**config.mk**
```make
export PLATFORM = sky130hd
export DESIGN_NAME = gte_mac_accum
export DESIGN_NICKNAME = d
export VERILOG_FILES = /design/src/rtl/gte_mac_accum.sv
export SDC_FILE = /design/constraint.sdc
export NUM_CORES = 1
export LEC_CHECK = 0
export ABC_AREA = 1
export CAP_MARGIN = 20
export CORE_UTILIZATION = 31
export DETAILED_ROUTE_END_ITERATION = 6
export GPL_TIMING_DRIVEN = 0
export PLACE_DENSITY = 0.56
export SYNTH_ARGS = -nofsm -noshare
export SYNTH_HDL_FRONTEND = slang
export SYNTH_SLANG_ARGS = --single-unit
```
**constraint.sdc**
```tcl
create_clock -name i_clk -period 6.3 [get_ports i_clk]
set_input_delay 0.945 -clock i_clk [delete_from_list [all_inputs] [get_ports i_clk]]
set_output_delay 0.945 -clock i_clk [all_outputs]
set_load 0.02 [all_outputs]
```
**src/rtl/gte_mac_accum.sv**
```systemverilog
// Single-lane GTE multiply-accumulate with overflow detection, optional >>12 shift and IR clamp.
// Terms accumulate into a wrapping 44-bit register; the last term triggers a one-cycle output stage.
module gte_mac_accum #(
    parameter int unsigned PROD_W = 35,
    parameter int unsigned ACC_W  = 44,
    parameter int unsigned OUT_W  = 32
) (
    input  logic              i_clk,
    input  logic              i_rst,
    input  logic              i_valid,
    input  logic [PROD_W-1:0] i_product,
    input  logic              i_clear,
    input  logic              i_negate,
    input  logic              i_last,
    input  logic              i_sf,
    input  logic              i_lm,
    input  logic              i_flagClr,
    output logic              o_valid,
    output logic [OUT_W-1:0]  o_mac,
    output logic [15:0]       o_ir,
    output logic              o_macOvfPos,
    output logic              o_macOvfNeg,
    output logic              o_irSat
);

    localparam int unsigned IR_W     = 16;
    localparam int unsigned SF_SHIFT = 12;
    localparam logic signed [ACC_W-1:0] IR_HI = ACC_W'(32767);
    localparam logic signed [ACC_W-1:0] IR_LO = ACC_W'(-32768);

    logic signed [ACC_W-1:0] acc;
    logic                    pend;

    logic signed [ACC_W:0]   prod_ext_c;
    logic signed [ACC_W:0]   term_c;
    logic signed [ACC_W:0]   base_c;
    logic signed [ACC_W:0]   sum_c;
    logic                    ovf_pos_c;
    logic                    ovf_neg_c;

    logic signed [ACC_W-1:0] shifted_c;
    logic signed [ACC_W-1:0] lo_c;
    logic [IR_W-1:0]         ir_c;
    logic                    sat_c;

    // Accumulate stage: one guard bit above the accumulator exposes overflow in either direction.
    always_comb begin
        prod_ext_c = (ACC_W+1)'($signed(i_product));
        term_c     = i_negate ? -prod_ext_c : prod_ext_c;
        base_c     = i_clear ? '0 : {acc[ACC_W-1], acc};
        sum_c      = base_c + term_c;
        ovf_pos_c  = i_valid & ~sum_c[ACC_W] &  sum_c[ACC_W-1];
        ovf_neg_c  = i_valid &  sum_c[ACC_W] & ~sum_c[ACC_W-1];
    end

    // Output stage: works on the accumulator committed by the last term, so a new term may overlap.
    always_comb begin
        shifted_c = i_sf ? (acc >>> SF_SHIFT) : acc;
        lo_c      = i_lm ? '0 : IR_LO;
        ir_c      = shifted_c[IR_W-1:0];
        sat_c     = 1'b0;
        if (shifted_c > IR_HI) begin
            ir_c  = IR_HI[IR_W-1:0];
            sat_c = pend;
        end else if (shifted_c < lo_c) begin
            ir_c  = lo_c[IR_W-1:0];
            sat_c = pend;
        end
    end

    always_ff @(posedge i_clk) begin
        if (i_rst) begin
            acc         <= '0;
            pend        <= 1'b0;
            o_valid     <= 1'b0;
            o_mac       <= '0;
            o_ir        <= '0;
            o_macOvfPos <= 1'b0;
            o_macOvfNeg <= 1'b0;
            o_irSat     <= 1'b0;
        end else begin
            if (i_valid) begin
                acc <= sum_c[ACC_W-1:0];
            end
            pend    <= i_valid & i_last;
            o_valid <= pend;
            if (pend) begin
                o_mac <= shifted_c[OUT_W-1:0];
                o_ir  <= ir_c;
            end
            // A set condition overrides a simultaneous clear.
            o_macOvfPos <= ovf_pos_c | (o_macOvfPos & ~i_flagClr);
            o_macOvfNeg <= ovf_neg_c | (o_macOvfNeg & ~i_flagClr);
            o_irSat     <= sat_c     | (o_irSat     & ~i_flagClr);
        end
    end

endmodule

```
==> flow_metrics.tcl <==
set metrics [dict create \
    dp.final_hpwl_mm 26.5 \
    grt_pass1_wl_mm 49.8 \
    globalRoute.busiestLayer "met2" \
    rsz0062_at_grt "false" \
    max_slew_margin 0.485 \
    ant_nets 0 \
    synthArstFlopShare 0 \
    netlist_top_cells_area "dfxtp_1, nand2_1, inv_1" \
    h-tree-depth 3 \
    finalCritPeriodShare 0.780 \
    row_count 62 \
    clk_pin_slew_worst_paths_ns 0.07 \
    synth-main-ff-cell "dfxtp_1" \
    register_area_mm2 0.00194 \
    die_h_um 175 \
    nets 1748 \
    yosys_register_bits 97 \
    initial_core_util 0.319 \
    antenna_found_initial 0 \
    n_fill_cell 3224 \
    synth-edff-count 0 \
    post_cts_buffers 0 \
    cts_sinks 97 \
    cts_resized 0 \
    grt-ovfl-total 0 \
    yosysUniqueCellTypes 43 \
    finalCriticalPeriod_ns 4.92 \
    tns_ns 0 \
    wl_per_cell_um 15.7 \
    synth_nets 1645 \
    yosysSeqAreaShare 0.210 \
    num_io_pins 96 \
    drtIter0Drc 695 \
    first_pass_iters 6 \
    leakage_nw 5.36 \
    insertion_delay_ns 0.35 \
    ir_worst_vdd_mv 0.135 \
    diodes 0 \
    max_freq_mhz 203 \
    fp.dieW_um 175 \
    grt_util_met1 0.263 \
    wl_mm 31.6 \
    end_kind "flip-flop" \
    hold_violations 0 \
    timing.critical_path.required_ns 6.57 \
    yosysTopAreaCell "dfxtp_1" \
    outcome "completed" \
    avgSynthCellArea_um2 6.06 \
    met2_usage 0.373 \
    synthToLayoutAreaGrowth_pct 18.5 \
    multi_input_area_mm2 0.00611 \
    finalPower_mw 2.06 \
    setup_viol 0 \
    worstMarginPinSlew_ns 0.765 \
    gp_congestion 0.948 \
    synth_top_area_frac 0.210 \
    path_max_fanout 6 \
    maxCapViolCount 0 \
    drcViolationCount 0 \
    min_path_type "reg -> reg" \
    skew_ns 0.0110 \
    setup.worst_path.class "in -> reg" \
    cts-root-buf "clkbuf_16" \
    numCtsBuffers 9 \
    finish.utilization 0.378 \
    drive_gt1_frac 0.0379 \
    use_met3 0.0176 \
    core_area_mm2 0.0290 \
    drt-vias-per-instance 4.91 \
    p_per_area_mw_per_mm2 188 \
    vias 9907 \
    grt_pass1_vias 9513 \
    synthCells 1527 \
    hold_buffers 0 \
    hold_ws_ns 0.484 \
    worst_ep_arrival_time_ns 5.19 \
    io_buffers 90 \
    die_area_mm2 0.0305 \
    slew_viol_final 0 \
    grt_max_degree 31 \
    synth_area_mm2 0.00926 \
    grtUsageTotal 0.207 \
    startpoint_type "input port" \
    clockBufferDepth 2 \
    tritoncts "yes" \
    yosys_warnings 0 \
]
-- area by class of cell --
type,instances,share of cell area
timing repair buffer,92,0.0860
sequential,97,0.177
inverter,255,0.0872
clock inverter,6,0.00604
tap,384,0.0438
clock buffer,9,0.0205
multi-input combinational,1127,0.557
buffer,48,0.0222
-- power by group --
group	internal, mW	leakage, nW	switching [mW]
registers	0.662	0.798	0.0322
logic	0.287	4.41	0.531
clock network	0.308	0.146	0.244
total	1.26	5.36	0.807
-- registers in the layout (all words and copies together), names as in the netlist --
name,flops
o_irSat,1
o_macOvfNeg,1
o_valid,1
pend,1
o_macOvfPos,1
o_ir,16
acc,44
o_mac,32
-- cell usage in the layout (no fill, tap or decap), types with 3 or more instances in the layout --
cell type / Yosys / routed
o21bai_1: 10 / 10
nor3_1: 9 / 9
nand2_1: 364 / 364
xnor2_1: 15 / 15
o211ai_1: 19 / 19
ha_1: 73 / 73
a31oi_1: 7 / 7
a21oi_1: 126 / 126
nor2_1: 231 / 231
o21ai_1: 5 / 5
xor2_1: 40 / 40
nand2_2: 3 / 3
nor4_1: 3 / 3
a211oi_1: 16 / 16
inv_1: 244 / 244
buf_1: 5 / 5
nor2_2: 5 / 5
a21o_1: 4 / 4
and2_1: 4 / 4
o21a_1: 19 / 19
clkbuf_1: 34 / 34
inv_2: 10 / 10
nand4_1: 11 / 11
nand3_1: 66 / 66
clkbuf_16: 0 / 9
buf_6: 6 / 6
a31oi_4: 10 / 10
o21ai_0: 68 / 68
dfxtp_1: 97 / 97
o31ai_1: 4 / 4
clkdlybuf4s50_1: 0 / 90
-- worst paths after layout --
kind | endpoint | slack (ns) | from | cells after the start
worst min register to register | acc[19] | 0.48 | acc[19] | 2
worst max-delay path | o_macOvfPos | 1.38 | i_product[0] | 23
worst max register to register | acc[32] | 3.58 | acc[23] | 14
worst min-delay path | acc[19] | 0.48 | acc[19] | 2
-- metrics by stage --
| stage | instance area, µm² | std cells | worst slack, ns |
|---|---|---|---|
| 2_1_floorplan | 9260 | 1527 | 2.61 |
| 3_3_place_gp | 10600 | 2001 | 1.12 |
| 3_5_place_dp | 10600 | 2001 | 1.17 |
| 4_1_cts | 10900 | 2016 | 1.50 |
| 5_1_grt | 11000 | 2018 | 1.15 |
| 6_report | 11000 | 2018 | 1.38 |
-- per-layer routing --
layer,wire [µm],part of all wire
met1,14300,0.45
met2,15300,0.49
met3,1250,0.040
met4,705,0.022
met5,0,0
-- logic make-up (layout without fill, tap and decap cells) --
family | after synthesis | in the layout | share of synthesized area
AND/OR/NAND/NOR | 707 | 707 | 0.311
AO/OA/AOI/OAI | 291 | 291 | 0.197
buffers and inverters | 303 | 410 | 0.130
adder cells (fa/ha/maj) | 74 | 74 | 0.101
XOR/XNOR | 55 | 55 | 0.0520
flip-flops | 97 | 97 | 0.210
-- Yosys cell counts, types with 5 or more instances --
| library cell | instances |
|---|---|
| nand4_1 | 11 |
| a211oi_1 | 16 |
| o211ai_1 | 19 |
| nor3_1 | 9 |
| o21ai_0 | 68 |
| o21ai_1 | 5 |
| inv_2 | 10 |
| nand3_1 | 66 |
| inv_1 | 244 |
| buf_6 | 6 |
| o21a_1 | 19 |
| buf_1 | 5 |
| nor2_2 | 5 |
| o21bai_1 | 10 |
| nand2_1 | 364 |
| xor2_1 | 40 |
| clkbuf_1 | 34 |
| nor2_1 | 231 |
| xnor2_1 | 15 |
| a21oi_1 | 126 |
| a31oi_4 | 10 |
| ha_1 | 73 |
| dfxtp_1 | 97 |
| a31oi_1 | 7 |
-- worst max-delay path: stages --
cell and delay (ns):
clkdlybuf4s50_1 0.50, inv_1 0.11, nand4_1 0.14, nor2_1 0.16, nand2_1 0.10, nor2_2 0.25
nand4_1 0.23, nor4_2 0.62, o21ai_0 0.18, ha_1 0.43, nand2_1 0.14, nor2_2 0.19
nand3_1 0.20, nor2_1 0.16, and2_1 0.14, nand2_1 0.08, clkinv_1 0.06, nor2_1 0.06
nand2_1 0.06, nand2_1 0.04, nor2_1 0.23, nor2_1 0.07, nor2_1 0.09
Note: power is estimated with default switching activity, not from simulation.
